### src/rtl/fetch_sequencer_if.sv
`default_nettype none
// ============================================================================
// Module   : fetch_sequencer_if
// Brief    : PC strobes, imem req/ack, decode valid/ready and redirect bundle.
// Revision : 1.0 - initial release
// ============================================================================
interface fetch_sequencer_if #(
    parameter int n     = 4,
    parameter int W     = 8,
    parameter int CNT_W = 8
);
    logic [n-1:0]     pc_value;
    logic             IPC;
    logic             LPC;
    logic [n-1:0]     pc_target;
    logic             imem_req;
    logic [n-1:0]     imem_addr;
    logic             imem_ack;
    logic [W-1:0]     imem_data;
    logic [W-1:0]     instr;
    logic             instr_valid;
    logic             instr_ready;
    logic             branch_req;
    logic [n-1:0]     branch_addr;
    logic             halt;
    logic [CNT_W-1:0] wait_cycles;

    modport master (
        input  pc_value, imem_ack, imem_data, instr_ready,
               branch_req, branch_addr, halt,
        output IPC, LPC, pc_target, imem_req, imem_addr,
               instr, instr_valid, wait_cycles
    );

    modport slave (
        output pc_value, imem_ack, imem_data, instr_ready,
               branch_req, branch_addr, halt,
        input  IPC, LPC, pc_target, imem_req, imem_addr,
               instr, instr_valid, wait_cycles
    );
endinterface
`default_nettype wire

### src/rtl/fetch_sequencer.sv
`default_nettype none
// ============================================================================
// Module   : fetch_sequencer
// Brief    : Fetch control for the 3-stage pipe; drives PC strobes and imem.
// Revision : 1.0 - initial release
// ============================================================================
module fetch_sequencer #(
    parameter int n     = 4,
    parameter int W     = 8,
    parameter int CNT_W = 8
) (
    input  wire                 clk,
    input  wire                 clear,
    fetch_sequencer_if.master   bus
);

    typedef enum logic [1:0] {
        S_IDLE  = 2'd0,
        S_REQ   = 2'd1,
        S_VALID = 2'd2
    } state_t;

    localparam logic [CNT_W-1:0] c_WAIT_ONE = {{(CNT_W-1){1'b0}}, 1'b1};

    state_t           state_q, state_d;
    logic [W-1:0]     instr_q, instr_d;
    logic             valid_q, valid_d;
    logic [CNT_W-1:0] wait_q,  wait_d;

    logic             w_ipc, w_lpc, w_req;
    logic [n-1:0]     w_target, w_addr;

    always_ff @(posedge clk) begin
        if (!clear) begin
            state_q <= S_IDLE;
            instr_q <= '0;
            valid_q <= 1'b0;
            wait_q  <= '0;
        end else begin
            state_q <= state_d;
            instr_q <= instr_d;
            valid_q <= valid_d;
            wait_q  <= wait_d;
        end
    end

    always_comb begin
        state_d  = state_q;
        instr_d  = instr_q;
        valid_d  = valid_q;
        wait_d   = wait_q;
        w_ipc    = 1'b0;
        w_lpc    = 1'b0;
        w_req    = 1'b0;
        w_target = '0;
        w_addr   = '0;
        case (state_q)
            S_IDLE: begin
                if (!bus.halt) begin
                    state_d = S_REQ;
                    wait_d  = '0;
                end
            end
            S_REQ: begin
                w_req  = 1'b1;
                w_addr = bus.pc_value;
                // A redirect wins over a same-cycle ack; the read is simply refetched.
                if (bus.branch_req) begin
                    w_lpc    = 1'b1;
                    w_target = bus.branch_addr;
                    wait_d   = '0;
                end else if (bus.imem_ack) begin
                    instr_d = bus.imem_data;
                    valid_d = 1'b1;
                    w_ipc   = 1'b1;
                    state_d = S_VALID;
                end else if (wait_q != {CNT_W{1'b1}}) begin
                    wait_d = wait_q + c_WAIT_ONE;
                end
            end
            S_VALID: begin
                if (bus.branch_req) begin
                    valid_d  = 1'b0;
                    w_lpc    = 1'b1;
                    w_target = bus.branch_addr;
                    wait_d   = '0;
                    state_d  = bus.halt ? S_IDLE : S_REQ;
                end else if (bus.instr_ready) begin
                    valid_d = 1'b0;
                    if (bus.halt) begin
                        state_d = S_IDLE;
                    end else begin
                        state_d = S_REQ;
                        wait_d  = '0;
                    end
                end
            end
            default: begin
                state_d = S_IDLE;
                valid_d = 1'b0;
            end
        endcase
    end

    assign bus.IPC         = w_ipc;
    assign bus.LPC         = w_lpc;
    assign bus.pc_target   = w_target;
    assign bus.imem_req    = w_req;
    assign bus.imem_addr   = w_addr;
    assign bus.instr       = instr_q;
    assign bus.instr_valid = valid_q;
    assign bus.wait_cycles = wait_q;

endmodule
`default_nettype wire

### src/flat_wrapper.sv
// flat-port wrapper written by rule: the top's interface ports become plain ports
module fetch_sequencer_flat 
#(
    parameter int n     = 4,
    parameter int W     = 8,
    parameter int CNT_W = 8
)
  (clk, clear, bus_pc_value, bus_imem_ack, bus_imem_data, bus_instr_ready, bus_branch_req, bus_branch_addr, bus_halt, bus_IPC, bus_LPC, bus_pc_target, bus_imem_req, bus_imem_addr, bus_instr, bus_instr_valid, bus_wait_cycles);
  fetch_sequencer_if #(.n(n), .W(W), .CNT_W(CNT_W)) bus_i ();
  input  wire clk;
  input  wire clear;
  input wire logic [$bits(bus_i.pc_value)-1:0] bus_pc_value;
  input wire logic [$bits(bus_i.imem_ack)-1:0] bus_imem_ack;
  input wire logic [$bits(bus_i.imem_data)-1:0] bus_imem_data;
  input wire logic [$bits(bus_i.instr_ready)-1:0] bus_instr_ready;
  input wire logic [$bits(bus_i.branch_req)-1:0] bus_branch_req;
  input wire logic [$bits(bus_i.branch_addr)-1:0] bus_branch_addr;
  input wire logic [$bits(bus_i.halt)-1:0] bus_halt;
  output wire logic [$bits(bus_i.IPC)-1:0] bus_IPC;
  output wire logic [$bits(bus_i.LPC)-1:0] bus_LPC;
  output wire logic [$bits(bus_i.pc_target)-1:0] bus_pc_target;
  output wire logic [$bits(bus_i.imem_req)-1:0] bus_imem_req;
  output wire logic [$bits(bus_i.imem_addr)-1:0] bus_imem_addr;
  output wire logic [$bits(bus_i.instr)-1:0] bus_instr;
  output wire logic [$bits(bus_i.instr_valid)-1:0] bus_instr_valid;
  output wire logic [$bits(bus_i.wait_cycles)-1:0] bus_wait_cycles;
  assign bus_i.pc_value = bus_pc_value;
  assign bus_i.imem_ack = bus_imem_ack;
  assign bus_i.imem_data = bus_imem_data;
  assign bus_i.instr_ready = bus_instr_ready;
  assign bus_i.branch_req = bus_branch_req;
  assign bus_i.branch_addr = bus_branch_addr;
  assign bus_i.halt = bus_halt;
  assign bus_IPC = bus_i.IPC;
  assign bus_LPC = bus_i.LPC;
  assign bus_pc_target = bus_i.pc_target;
  assign bus_imem_req = bus_i.imem_req;
  assign bus_imem_addr = bus_i.imem_addr;
  assign bus_instr = bus_i.instr;
  assign bus_instr_valid = bus_i.instr_valid;
  assign bus_wait_cycles = bus_i.wait_cycles;
  fetch_sequencer #(.n(n), .W(W), .CNT_W(CNT_W)) u_core (.clk(clk), .clear(clear), .bus(bus_i));
endmodule
### config.mk
export PLATFORM = sky130hd
export DESIGN_NAME = fetch_sequencer_flat
export DESIGN_NICKNAME = d
export VERILOG_FILES = /design/src/rtl/fetch_sequencer_if.sv /design/src/rtl/fetch_sequencer.sv /design/src/flat_wrapper.sv
export SDC_FILE = /design/constraint.sdc
export NUM_CORES = 1
export LEC_CHECK = 0
export BUFFER_PORTS_ARGS = -buffer_cell sky130_fd_sc_hd__buf_2
export CORE_UTILIZATION = 48
export DETAILED_ROUTE_END_ITERATION = 10
export PLACE_DENSITY = 0.81
export SLEW_MARGIN = 40
export SYNTH_ARGS = -nofsm -noshare
export SYNTH_HDL_FRONTEND = slang
export SYNTH_SLANG_ARGS = --single-unit
### constraint.sdc
create_clock -name clk -period 3.1 [get_ports clk]
set_input_delay 0.31 -clock clk [delete_from_list [all_inputs] [get_ports clk]]
set_output_delay 0.31 -clock clk [all_outputs]
set_load 0.02 [all_outputs]
==> summary.txt <==
Power
  • NetSw: 0.314 mW
  • Power share of the clock group: 15.7%
  • Combinational share of power: 47.3%
  • Peak VDD IR: 0.504 mV
  • Int Power: 0.468 mW
  • LEAKAGE: 0.626 nW
  • Pwr per Cell Area: 599 mW/mm^2
  • Switching Share: 40.2%
  • Reg power frac: 37.0%

Yosys
  • Avg Cell Area, Syn: 8.40 um^2
  • Main flop type after synthesis: dfxtp_1
  • Post-Synthesis Cells: 121
  • Post-synthesis sequential element count: 19
  • Count of flip-flops with a built-in enable after synthesis: 0
  • Yosys cell types: 37
  • Post-synthesis sequential area ratio: 37.4%
  • Syn. warnings: 0
  • Synthesized Nets: 148
  • Post-Syn Area: 0.00102 mm^2
  • Async set or reset register ratio after synthesis: 0%

Critical path
  • Crit-path max FO: 11
  • Worst reg2reg path endpoint: u_core.bus.wait_cycles[6]$_SDFFE_PN0P_
  • Crit-path slowest cell: dfxtp_1
  • Cells along the critical path: inv_1 > ha_1 > nor2b_1 > nand2_1 > clkinv_1 > buf_2
  • Reg2Reg Depth: 7
  • R2R Path Start: u_core.state_q[1]$_SDFFE_PN0P_
  • Kind of critical path: flip-flop to output port
  • Critical path endpoint category: output port
  • CP peak stage delay: 0.41 ns
  • Worst path buffer plus inverter count: 3
  • Largest delay share family, worst path: buffers and inverters
  • CP Launch Type: flip-flop
  • Worst EP required: 2.79 ns
  • CP arrival: 2.05 ns
  • R2r setup slk: 0.98 ns

Global routing
  • Largest net degree at the start of global routing: 18
  • Total gr overflow: 0
  • Initial antenna violation count: 0
  • GRT Total Usage: 19.8%
  • Global-route wire length before repair: 3220 um
  • Number of global-route vias before repair: 787

CTS
  • Post-CTS sizing: 0
  • Worst-skew pair later-pin latency: 0.29 ns
  • CTS Buf Count: 3
  • Setup Buffers After CTS: 0
  • CTS tree: done
  • CTS sink cnt: 19
  • Root Buffer: clkbuf_4
  • Max clock buf depth: 2
  • Hold buffers post-CTS: 0
  • Clk pin slew, worst setup/hold paths: 0.10 ns
  • H-Tree Level Count: 1

Route
  • # DRC: 0
  • Post-DRT Antenna Nets: 0
  • DR iter-0 viols: 11
  • Wire length per cell: 11.0 um
  • Vias: 1000
  • DRT Pass-1 Iters: 4
  • Final WL: 2190 um
  • Vias per cell: 5.05

Timing
  • Slew @ Worst Pin: 0.449 ns
  • RSZ-0062 raised after global routing: false
  • Fin Setup TNS: 0 ns
  • Final setup violation count: 0
  • Min Tclk post-route: 2.36 ns
  • Tcrit/Tclk final: 76.0%
  • Clock Skew: 0.000593 ns
  • Relative slew slack: 69.9%
  • Final hold violation count: 0
  • Fmax achieved: 0.424 GHz
  • Slew Limit Fails: 0

Placed design
  • Routability congestion estimate: 0.863
  • # port buffers: 49
  • Placed wire-length estimate: 1740 um

Cells and area
  • Commonest non-fill, non-tap cell in the layout: buf_2
  • Fin nets: 199
  • Fin util: 65.8%
  • # diodes: 0
  • Most frequent cells in the layout: buf_2, nand2_1, dfxtp_1
  • Filler cells: 190
  • Share of layout cells above drive strength 1: 33.3%
  • Layout area overhead: 28.4%

Outcome
  • Status: complete, no violations

Die
  • Starting Density: 51.3%
  • Total die area: 0.00230 mm^2
  • Total core area: 0.00198 mm^2
  • Io pins: 50
  • Cell Rows: 16
  • Die width: 48.0 um
  • Die height: 48.0 um

Hold path
  • Worst hold start: bus_imem_data[6]
  • WHS Path Cells: 3
  • Hold EP: u_core.bus.instr[6]$_SDFFE_PN0P_
  • Worst min path class: primary input to flip-flop

Flow run
  • Total of max-cap violations: 0
Yosys cell counts, drive strengths merged, types with 2 or more instances:
master,count,area (um^2)
nor2b,3,18.8
dfxtp,19,380
nand3,3,15.0
buf,2,12.5
inv,5,18.8
nor2,5,18.8
and2,7,46.3
a21oi,6,30.0
nor3,2,15.0
a21boi,9,67.6
or4,2,18.8
mux2i,2,20.0
nand2,22,82.6
a22o,2,17.5
nand2b,4,25.0
nand4,2,12.5
ha,5,62.6
and3,6,37.5
flip-flops by register name (all words and copies together), names as in the netlist:
register	count
u_core.bus.wait_cycles	8
u_core.state_q	2
u_core.bus.instr	8
u_core.bus.instr_valid	1
worst max-delay path by stage:
stage | from | slack [ns] | depth (start not counted) | endpoint
floorplan | u_core.state_q[1]$_SDFFE_PN0P_ | 1.0 | 8 | u_core.bus.wait_cycles[6]$_SDFFE_PN0P_
global placement | u_core.state_q[1]$_SDFFE_PN0P_ | 1.10 | 7 | u_core.bus.wait_cycles[6]$_SDFFE_PN0P_
detailed placement | u_core.state_q[1]$_SDFFE_PN0P_ | 0.99 | 7 | u_core.bus.wait_cycles[6]$_SDFFE_PN0P_
CTS | u_core.state_q[1]$_SDFFE_PN0P_ | 0.73 | 6 | bus_IPC
global route | u_core.state_q[1]$_SDFFE_PN0P_ | 0.55 | 6 | bus_IPC
finish | u_core.state_q[1]$_SDFFE_PN0P_ | 0.74 | 6 | bus_IPC
power by group through the flow:
stage          Clock [mW]  Combinational, mW  Sequential (mW)
2_1_floorplan           0              0.259            0.307
3_3_place_gp            0              0.360            0.291
3_5_place_dp            0              0.371            0.295
4_1_cts             0.127              0.373            0.289
5_1_grt             0.140              0.410            0.292
6_report            0.123              0.370            0.289
layer usage:
metal | up-vias | global-route usage [%] | share of wire [%] | routed length (um)
met3 | 2 | 5.66 | 3.6 | 79
met4 | 0 | 3.33 | 0.50 | 11
met2 | 24 | 34.1 | 50 | 1090
met5 | - | 0 | 0 | 0
li1 | 522 | - | - | -
met1 | 452 | 24.8 | 46 | 1000
area by class of cell:
cell class              instances  area, um^2  area share (%)
inverters                       6        22.5            1.73
multi-input cells              93         597            45.7
clock buffers                   4        26.3            2.01
repair buffers                 49         245            18.8
flip-flops and latches         19         380            29.1
well taps                      27        33.8            2.59
worst register-to-register path: stages, from the launching register on:
cell and delay (ns):
dfxtp_1 0.41, inv_1 0.09, ha_1 0.29, nand2_1 0.09
a21oi_1 0.10, or4_4 0.56, and2_4 0.19, a221o_1 0.28
per-stage QoR:
| step | hold WS, ns | power, mW | instance area, um^2 | setup slack (ns) | cells |
|---|---|---|---|---|---|
| after floorplan | 0.455 | 0.566 | 1020 | 0.998 | 121 |
| after global placement | 0.448 | 0.652 | 1280 | 1.10 | 194 |
| after detailed placement | 0.453 | 0.666 | 1280 | 0.992 | 194 |
| after CTS | 0.250 | 0.789 | 1310 | 0.726 | 198 |
| after global routing | 0.250 | 0.843 | 1310 | 0.547 | 198 |
| final | 0.253 | 0.782 | 1310 | 0.743 | 198 |
cell families (layout without fill, tap and decap cells):
group	after synthesis	after routing	share of synthesized area, %
multiplexers	3	3	3.08
buffers and inverters	9	59	3.82
adder cells (fa/ha/maj)	5	5	6.16
AND/OR/NAND/NOR	58	58	30.2
flip-flops	19	19	37.4
AO/OA/AOI/OAI	26	26	18.5
XOR/XNOR	1	1	0.862
Note: power is estimated with default switching activity, not from simulation.
